$ cat src/rtl/mmio_pkg.sv
// ============================================================================
//  Module      : mmio_pkg
//  Description : Shared register map and TCON bit layout for the timer MMIO.
//  Revision    : 1.0 - initial release
// ============================================================================
`default_nettype none

package mmio_pkg;

    localparam logic [31:0] MMIO_BASE_ADDR = 32'h4000_0000;

    localparam logic [4:0] OFF_TH      = 5'h00;
    localparam logic [4:0] OFF_TL      = 5'h04;
    localparam logic [4:0] OFF_TCON    = 5'h08;
    localparam logic [4:0] OFF_LED     = 5'h0C;
    localparam logic [4:0] OFF_DIGI    = 5'h10;
    localparam logic [4:0] OFF_SYSTICK = 5'h14;

    localparam int TCON_EN = 0;
    localparam int TCON_IE = 1;
    localparam int TCON_IS = 2;

endpackage

`default_nettype wire

$ cat src/rtl/timer_core.sv
// ============================================================================
//  Module      : timer_core
//  Description : Reloadable 32-bit up-counter with overflow interrupt latch.
//  Revision    : 1.0 - initial release
// ============================================================================
`default_nettype none

module timer_core
    import mmio_pkg::*;
(
    input  logic        slow_clk,
    input  logic        Reset,
    input  logic [31:0] wdata_i,
    input  logic        we_th_i,
    input  logic        we_tl_i,
    input  logic        we_tcon_i,
    output logic [31:0] th_o,
    output logic [31:0] tl_o,
    output logic [2:0]  tcon_o,
    output logic        irq_o
);

    logic [31:0] th_q, th_d;
    logic [31:0] tl_q, tl_d;
    logic [2:0]  tcon_q, tcon_d;
    logic        ovf_w;
    logic        irq_set_w;

    assign ovf_w     = tcon_q[TCON_EN] && (tl_q == 32'hFFFF_FFFF);
    assign irq_set_w = ovf_w && tcon_q[TCON_IE];

    always_comb begin
        th_d   = we_th_i ? wdata_i : th_q;
        tl_d   = tl_q;
        tcon_d = tcon_q;

        // A TL store overrides both increment and reload; old TH feeds the reload.
        if (we_tl_i) begin
            tl_d = wdata_i;
        end else if (tcon_q[TCON_EN]) begin
            tl_d = ovf_w ? th_q : tl_q + 32'd1;
        end

        // The overflow set term is OR-ed in last so a concurrent TCON store can't drop it.
        if (we_tcon_i) begin
            tcon_d = wdata_i[2:0];
        end
        tcon_d[TCON_IS] = tcon_d[TCON_IS] | irq_set_w;
    end

    always_ff @(posedge slow_clk or posedge Reset) begin
        if (Reset) begin
            th_q   <= 32'h0;
            tl_q   <= 32'h0;
            tcon_q <= 3'b000;
        end else begin
            th_q   <= th_d;
            tl_q   <= tl_d;
            tcon_q <= tcon_d;
        end
    end

    assign th_o   = th_q;
    assign tl_o   = tl_q;
    assign tcon_o = tcon_q;
    assign irq_o  = tcon_q[TCON_IS];

endmodule

`default_nettype wire

$ cat src/rtl/mmio_timer_periph.sv
// ============================================================================
//  Module      : mmio_timer_periph
//  Description : Data-bus responder with timer, systick, LED and 7-seg regs.
//  Revision    : 1.0 - initial release
// ============================================================================
`default_nettype none

module mmio_timer_periph
    import mmio_pkg::*;
#(
    parameter logic [31:0] BASE_ADDR  = MMIO_BASE_ADDR,
    parameter int          TICK_WIDTH = 32
) (
    input  logic        Reset,
    input  logic        slow_clk,
    input  logic [31:0] Address,
    input  logic [31:0] Write_data,
    input  logic        MemRead,
    input  logic        MemWrite,
    output logic [31:0] Read_data,
    output logic        hit,
    output logic [7:0]  led,
    output logic [10:0] digi,
    output logic        irq
);

    logic [29:0]           word_off_w;
    logic [2:0]            idx_w;
    logic                  hit_w;
    logic                  we_w;
    logic                  unused_addr_w;
    logic [7:0]            led_q, led_d;
    logic [10:0]           digi_q, digi_d;
    logic [TICK_WIDTH-1:0] systick_q;
    logic [31:0]           th_w, tl_w;
    logic [2:0]            tcon_w;
    logic                  irq_w;

    // Decode on word addresses so the byte lane bits never matter.
    assign word_off_w    = Address[31:2] - BASE_ADDR[31:2];
    assign idx_w         = word_off_w[2:0];
    assign hit_w         = (word_off_w[29:3] == 27'd0) && (idx_w <= OFF_SYSTICK[4:2]);
    assign we_w          = MemWrite && hit_w;
    assign unused_addr_w = ^Address[1:0];

    timer_core u_timer_core (
        .slow_clk  (slow_clk),
        .Reset     (Reset),
        .wdata_i   (Write_data),
        .we_th_i   (we_w && (idx_w == OFF_TH[4:2])),
        .we_tl_i   (we_w && (idx_w == OFF_TL[4:2])),
        .we_tcon_i (we_w && (idx_w == OFF_TCON[4:2])),
        .th_o      (th_w),
        .tl_o      (tl_w),
        .tcon_o    (tcon_w),
        .irq_o     (irq_w)
    );

    always_comb begin
        led_d  = led_q;
        digi_d = digi_q;
        if (we_w && (idx_w == OFF_LED[4:2])) begin
            led_d = Write_data[7:0];
        end
        if (we_w && (idx_w == OFF_DIGI[4:2])) begin
            digi_d = Write_data[10:0];
        end
    end

    always_ff @(posedge slow_clk or posedge Reset) begin
        if (Reset) begin
            led_q     <= 8'h0;
            digi_q    <= 11'h0;
            systick_q <= '0;
        end else begin
            led_q     <= led_d;
            digi_q    <= digi_d;
            systick_q <= systick_q + TICK_WIDTH'(1);
        end
    end

    always_comb begin
        Read_data = 32'h0;
        if (MemRead && hit_w) begin
            case (idx_w)
                OFF_TH[4:2]:      Read_data = th_w;
                OFF_TL[4:2]:      Read_data = tl_w;
                OFF_TCON[4:2]:    Read_data = {29'h0, tcon_w};
                OFF_LED[4:2]:     Read_data = {24'h0, led_q};
                OFF_DIGI[4:2]:    Read_data = {21'h0, digi_q};
                OFF_SYSTICK[4:2]: Read_data = 32'(systick_q);
                default:          Read_data = 32'h0;
            endcase
        end
    end

    assign hit  = hit_w;
    assign led  = led_q;
    assign digi = digi_q;
    assign irq  = irq_w;

endmodule

`default_nettype wire

$ cat config.mk
export PLATFORM = sky130hd
export DESIGN_NAME = mmio_timer_periph
export DESIGN_NICKNAME = d
export VERILOG_FILES = /design/src/rtl/mmio_pkg.sv /design/src/rtl/timer_core.sv /design/src/rtl/mmio_timer_periph.sv
export SDC_FILE = /design/constraint.sdc
export NUM_CORES = 1
export LEC_CHECK = 0
export ABC_AREA = 1
export CAP_MARGIN = 30
export CORE_UTILIZATION = 59
export DETAILED_ROUTE_END_ITERATION = 7
export HOLD_SLACK_MARGIN = 0.1
export PLACE_DENSITY = 0.85
export SLEW_MARGIN = 10
export SYNTH_ARGS = -nofsm -noshare
export SYNTH_HDL_FRONTEND = slang
export SYNTH_SLANG_ARGS = --single-unit
$ cat constraint.sdc
create_clock -name slow_clk -period 11.3 [get_ports slow_clk]
set_input_delay 3.39 -clock slow_clk [delete_from_list [all_inputs] [get_ports slow_clk]]
set_output_delay 3.39 -clock slow_clk [all_outputs]
set_load 0.05 [all_outputs]
After elaboration in Yosys (flattened, before gate mapping)
Index checks and enable logic that the tools add are counted.

word-level totals
  register bits after elaboration = 118
  word-level logic and storage cells = 37
  input bits = 68
  output and inout bits = 53

cells by class
  equal/unequal tests = 6
  mux-type cells = 6
  magnitude comparators = 1
  add/subtract/negate cells = 3
  bitwise operators = 1
  reductions and logical operators = 13

operator list
  operator                                                               number
  32-bit case mux with 6 select lines                                    1
  32-bit two-way mux                                                     4
  32-bit by 1-bit adder with 32-bit output, second input constant        2
  32-bit equality test, second input constant                            1
  30-bit by 29-bit subtractor with 30-bit output, second input constant  1
  27-bit zero test                                                       1
  1-bit logical AND                                                      10
  3-bit by 2-bit equality test with 1-bit output, second input constant  2
  3-bit equality test, second input constant                             2
  3-bit by 1-bit equality test with 1-bit output, second input constant  1
  3-bit less-or-equal comparator, second input constant                  1
  3-bit zero test                                                        1
  3-bit two-way mux                                                      1
  2-bit nonzero test                                                     1
  1-bit OR                                                               1

Longest topological paths before layout
  depth in word-level cells = 7
  gate-level depth with buffers = 13
  depth with buffers taken out = 12

By module
A second synthesis with hierarchy kept.

second synthesis, totals
  cells, all modules = 1,089
  area, all modules = 7,517.2 sq um

modules (own cells, without submodules)
  module             cells an instance  instances  area each (sq um)  seq. area each (sq um)
  timer_core         574                1          4,098.9            1,676.6
  mmio_timer_periph  515                1          3,418.3            1,276.2

Least setup slack after synthesis
Ideal clock, no wire load.

  kind = input to output
  from = input port Address[12]
  to = output port Read_data[10]
  buffers on the path = 1
  required time = 7,910 ps
  path slack = 2,621 ps
  stages = 8
  arrival time = 5,289 ps
  cell sequence = nor2_1 -> nand2_1 -> nor2_1 -> nand2_1 -> nor2_4 -> nand2_1 -> clkbuf_1 -> a41oi_1

between the ends
  cells in the longest elaborated chain, start to end = 5

ends and longest elaborated chain
  item                                            line                     RTL
  start: declaration                              mmio_timer_periph.sv:16  input logic [31:0] Address,
  30-bit by 29-bit subtractor with 30-bit output  mmio_timer_periph.sv:40  assign word_off_w = Address[31:2] - BASE_ADDR[31:2];
  27-bit zero test                                mmio_timer_periph.sv:42  assign hit_w = (word_off_w[29:3] == 27'd0) && (idx_w <= OFF_SYSTICK[4:2]);
  1-bit logical AND                               mmio_timer_periph.sv:42
  net hit                                         mmio_timer_periph.sv:21  output logic hit,
  1-bit logical AND                               mmio_timer_periph.sv:84  if (MemRead && hit_w) begin
  32-bit two-way mux                              mmio_timer_periph.sv:84
  end: declaration                                mmio_timer_periph.sv:20  output logic [31:0] Read_data,

The timed path passes the listed nets, and every way through them passes these cells.

Worst setup path after layout
  from = input port Address[3]
  to = output port Read_data[18]

between the ends
  cells in the longest elaborated chain, start to end = 5
  elaborated cells between the ends (all ways) = 13
  classes of those cells = 1 x add/sub; 1 x order compare; 5 x eq/ne; 2 x mux; 4 x reduce/logical

ends and longest elaborated chain
  item                                                                       line
  30-bit by 29-bit subtractor with 30-bit output *                           mmio_timer_periph.sv:40
  3-bit less-or-equal comparator / 27-bit zero test (equally long branches)  mmio_timer_periph.sv:42
  1-bit logical AND                                                          mmio_timer_periph.sv:42
  1-bit logical AND                                                          mmio_timer_periph.sv:84
  32-bit two-way mux *                                                       mmio_timer_periph.sv:84

Mark *: on every way between the ends. The rest lies on a longest branch, timed or not.

==> summary.md <==
| Metric | Value |
|---|---|
| Antenna cells | 0 |
| I/O pins | 121 |
| Area grow syn2layout | 24.25% |
| Hold wc startpoint | systick_q[31] |
| Setup Viol. Count Final | 0 |
| Maximum vdd drop | 111.5 µV |
| Mapped cell area | 0.007657 mm² |
| CTS tree | yes |
| Period utilisation layout | 85.44% |
| Die Ht | 115.9 µm |
| H-tree depth | 4 |
| Post-place setup slack | 1727 ps |
| Global-route wire length before repair | 38970 µm |
| Hold Path Stages | 1 |
| Final ANT Viol Nets | 0 |
| Crit path max fanout | 45 |
| Leakage | 4.131 nW |
| # DRC | 0 |
| Slew HR | 38.20% |
| IO buf count | 118 |
| Routability cong. | 0.9633 |
| Setup crit end kind | primary output |
| Synth Area per Inst | 6.729 µm² |
| Worst Tran Pin Value | 923.7 ps |
| Initial DRC Count | 1119 |
| Crit path time final | 9654 ps |
| Initial antenna violation count | 0 |
| Clock Sinks | 118 |
| Hold WC Path Type | reg -> reg |
| Power per cell area | 107.7 mW/mm² |
| Final std cells w/o fill | 1424 |
| Post-CTS sizing | 0 |
| Final hold vios | 0 |
| HPWL Detailed | 16350 µm |
| Initial Util | 60.68% |
| Post-CTS Hold Buffers | 0 |
| Cells after DPL | 1391 |
| Layout net count | 1309 |
| CTS root buf | clkbuf_16 |
| Startpoint Class | primary input |
| Drt pass-1 iters | 6 |
| RSZ-0062 raised after global routing | false |
| Core box area | 0.01262 mm² |
| Gr usage total | 38.25% |
| Num CTS Buffers | 17 |
| YS warnings | 0 |
| Leading area contributor after synthesis | dfrtp_1 |
| Highest Clock Rate | 103.6 MHz |
| WL/cell | 16.94 µm |
| Max Slew Vio Count | 0 |
| Vias in the first global route | 7818 |
| Synth area leaders | dfrtp_1 (39%), nand2_1 (20%), nand3_1 (7.6%), inv_1 (5.6%), nor2_1 (5.0%) |
| Worst skew pair latency | 430 ps |
| Vias | 8391 |
| Synth cell types | 37 |
| R2R Setup Slk | 8240 ps |
| Required @ worst endpoint | 7910 ps |
| Largest stage delay, worst path | 850 ps |
| R2R Path End | u_timer_core.tl_o[25] |
| CP Class | in -> out |
| Die Wd | 115.9 µm |
| Share of post-route cells with drive strength above 1 | 5.831% |
| Cell Chain, Critical Path | clkdlybuf4s50_1 > nor2_1 > nand2_1 > inv_1 > buf_4 > nand2_1 > a31oi_1 > clkdlybuf4s50_1 |
| Total gr overflow | 0 |
| Worst Reg-to-Reg Cells | 10 |
| Total Neg Setup Slack | 0 ps |
| #FFs+latches synth | 118 |
| Mapped Nets | 1208 |
| Die Area | 0.01344 mm² |
| Post-synth top area share | 38.56% |
| WP data arrival | 6260 ps |
| PnR worst setup slack | 1646 ps |
| Clock skew | 10.05 ps |
| Launch point of the worst reg-to-reg path | u_timer_core.tcon_o[0] |
| Deepest clock path buffer count | 2 |
| Core Rows | 41 |
| Max-cap check violation count | 0 |
| Synth Instances | 1138 |
| Clock transition at path regs | 50 ps |
| Largest net degree at the start of global routing | 71 |
| Slowest CP cell | clkdlybuf4s50_1 |
| Hold EP | systick_q[31] |
| Post-CTS Setup Inserts | 0 |
| Total chip power | 0.001024 W |
| Status | completed |
| Vias per cell | 5.893 |
| Drt total wl | 24120 µm |
| Sequential share of the synthesized area | 38.56% |
-- kinds of logic (layout without fill, tap and decap cells) --
kind of cell               after synthesis  in the layout  synth area share (%)
AOI/OAI and AO/OA                       90             90                 6.699
adders and majority gates                2              2                0.3267
DFF                                    118            118                 38.56
and+or+nand+nor                        722            722                 41.09
xor gates and xnor gates                40             40                 4.575
buffers and inverters                  166            280                 8.742
-- per-stage QoR --
stage	util (%)	instance area, µm²	hold slack (ps)
final	75.39	9514	478.9
after detailed placement	70.48	8895	466.3
after global routing	75.39	9514	512.1
after global placement	70.48	8895	465.6
after floorplan	-	7657	437.8
after CTS	75.27	9499	473.5
-- flip-flops by register name, indices dropped and copies added (netlist names) --
signal / count
digi: 11
led: 8
systick_q: 32
u_timer_core.tcon_o: 3
u_timer_core.th_o: 32
u_timer_core.tl_o: 32
-- synth_stat cells, drive strengths merged --
cell and number:
a31oi 26, o21bai 1, clkbuf 19, o22ai 2
a221oi 1, a22oi 1, dfrtp 118, nand3 124
a41oi 5, nand2 423, inv 121, ha 2
nand4 48, xnor2 17, nor3 8, buf 24
xor2 23, nor2 114, o21ai 47, a21oi 7
or2 1, clkinv 2, nand3b 4
-- layout by cell type, fill, tap and decap left out, drive strengths merged --
cell type,netlist,final
xor2,23,23
nand3,124,124
inv,121,121
a22oi,1,1
nand2,423,423
a31oi,26,26
clkdlybuf4s50,0,118
o21bai,1,1
clkbuf,19,21
a221oi,1,1
nand3b,4,4
nand4,48,48
nor2,114,114
a21oi,7,7
xnor2,17,17
o22ai,2,2
or2,1,1
bufinv,0,2
clkinvlp,0,6
a41oi,5,5
nor3,8,8
buf,24,7
ha,2,2
clkinv,2,5
o21ai,47,47
dfrtp,118,118
-- area by class of cell --
class	instances	area [µm²]
Timing Repair Buffer	125	1241
Multi-Input combinational cell	854	4035
Sequential cell	118	2953
Fill cell	1025	3105
Clock inverter	11	123.9
Clock buffer	21	480.5
Tap cell	172	215.2
Inverter	123	465.4
-- per-layer routing --
| metal | track usage (%) | wire [µm] |
|---|---|---|
| met4 | 16.84 | 705 |
| met2 | 60.63 | 11130 |
| met1 | 50.93 | 9614 |
| met5 | 0 | 0 |
| met3 | 7.688 | 2672 |
-- worst max-delay path: cells and delay by family --
family	cells	cell delay (ps)
buf+inv	4	2020
simple gates	3	520
compound gates	1	270
-- worst max-delay path by stage --
stage                 from       endpoint  cells after the start
2_1_floorplan  Address[12]  Read_data[10]                      8
3_3_place_gp    Address[3]   Read_data[2]                      7
5_1_grt         Address[3]   Read_data[8]                      8
6_report        Address[3]  Read_data[18]                      8
4_1_cts         Address[3]   Read_data[2]                      7
3_5_place_dp    Address[3]  Read_data[18]                      8
-- where the power goes --
group | switching [W] | total, W | internal (W)
logic | 0.0000280 | 0.0000516 | 0.0000236
clock network | 0.000203 | 0.000550 | 0.000347
registers | 0.0000000000137 | 0.000423 | 0.000423
total | 0.000231 | 0.00102 | 0.000793
Power figures use the tool's default switching activity.
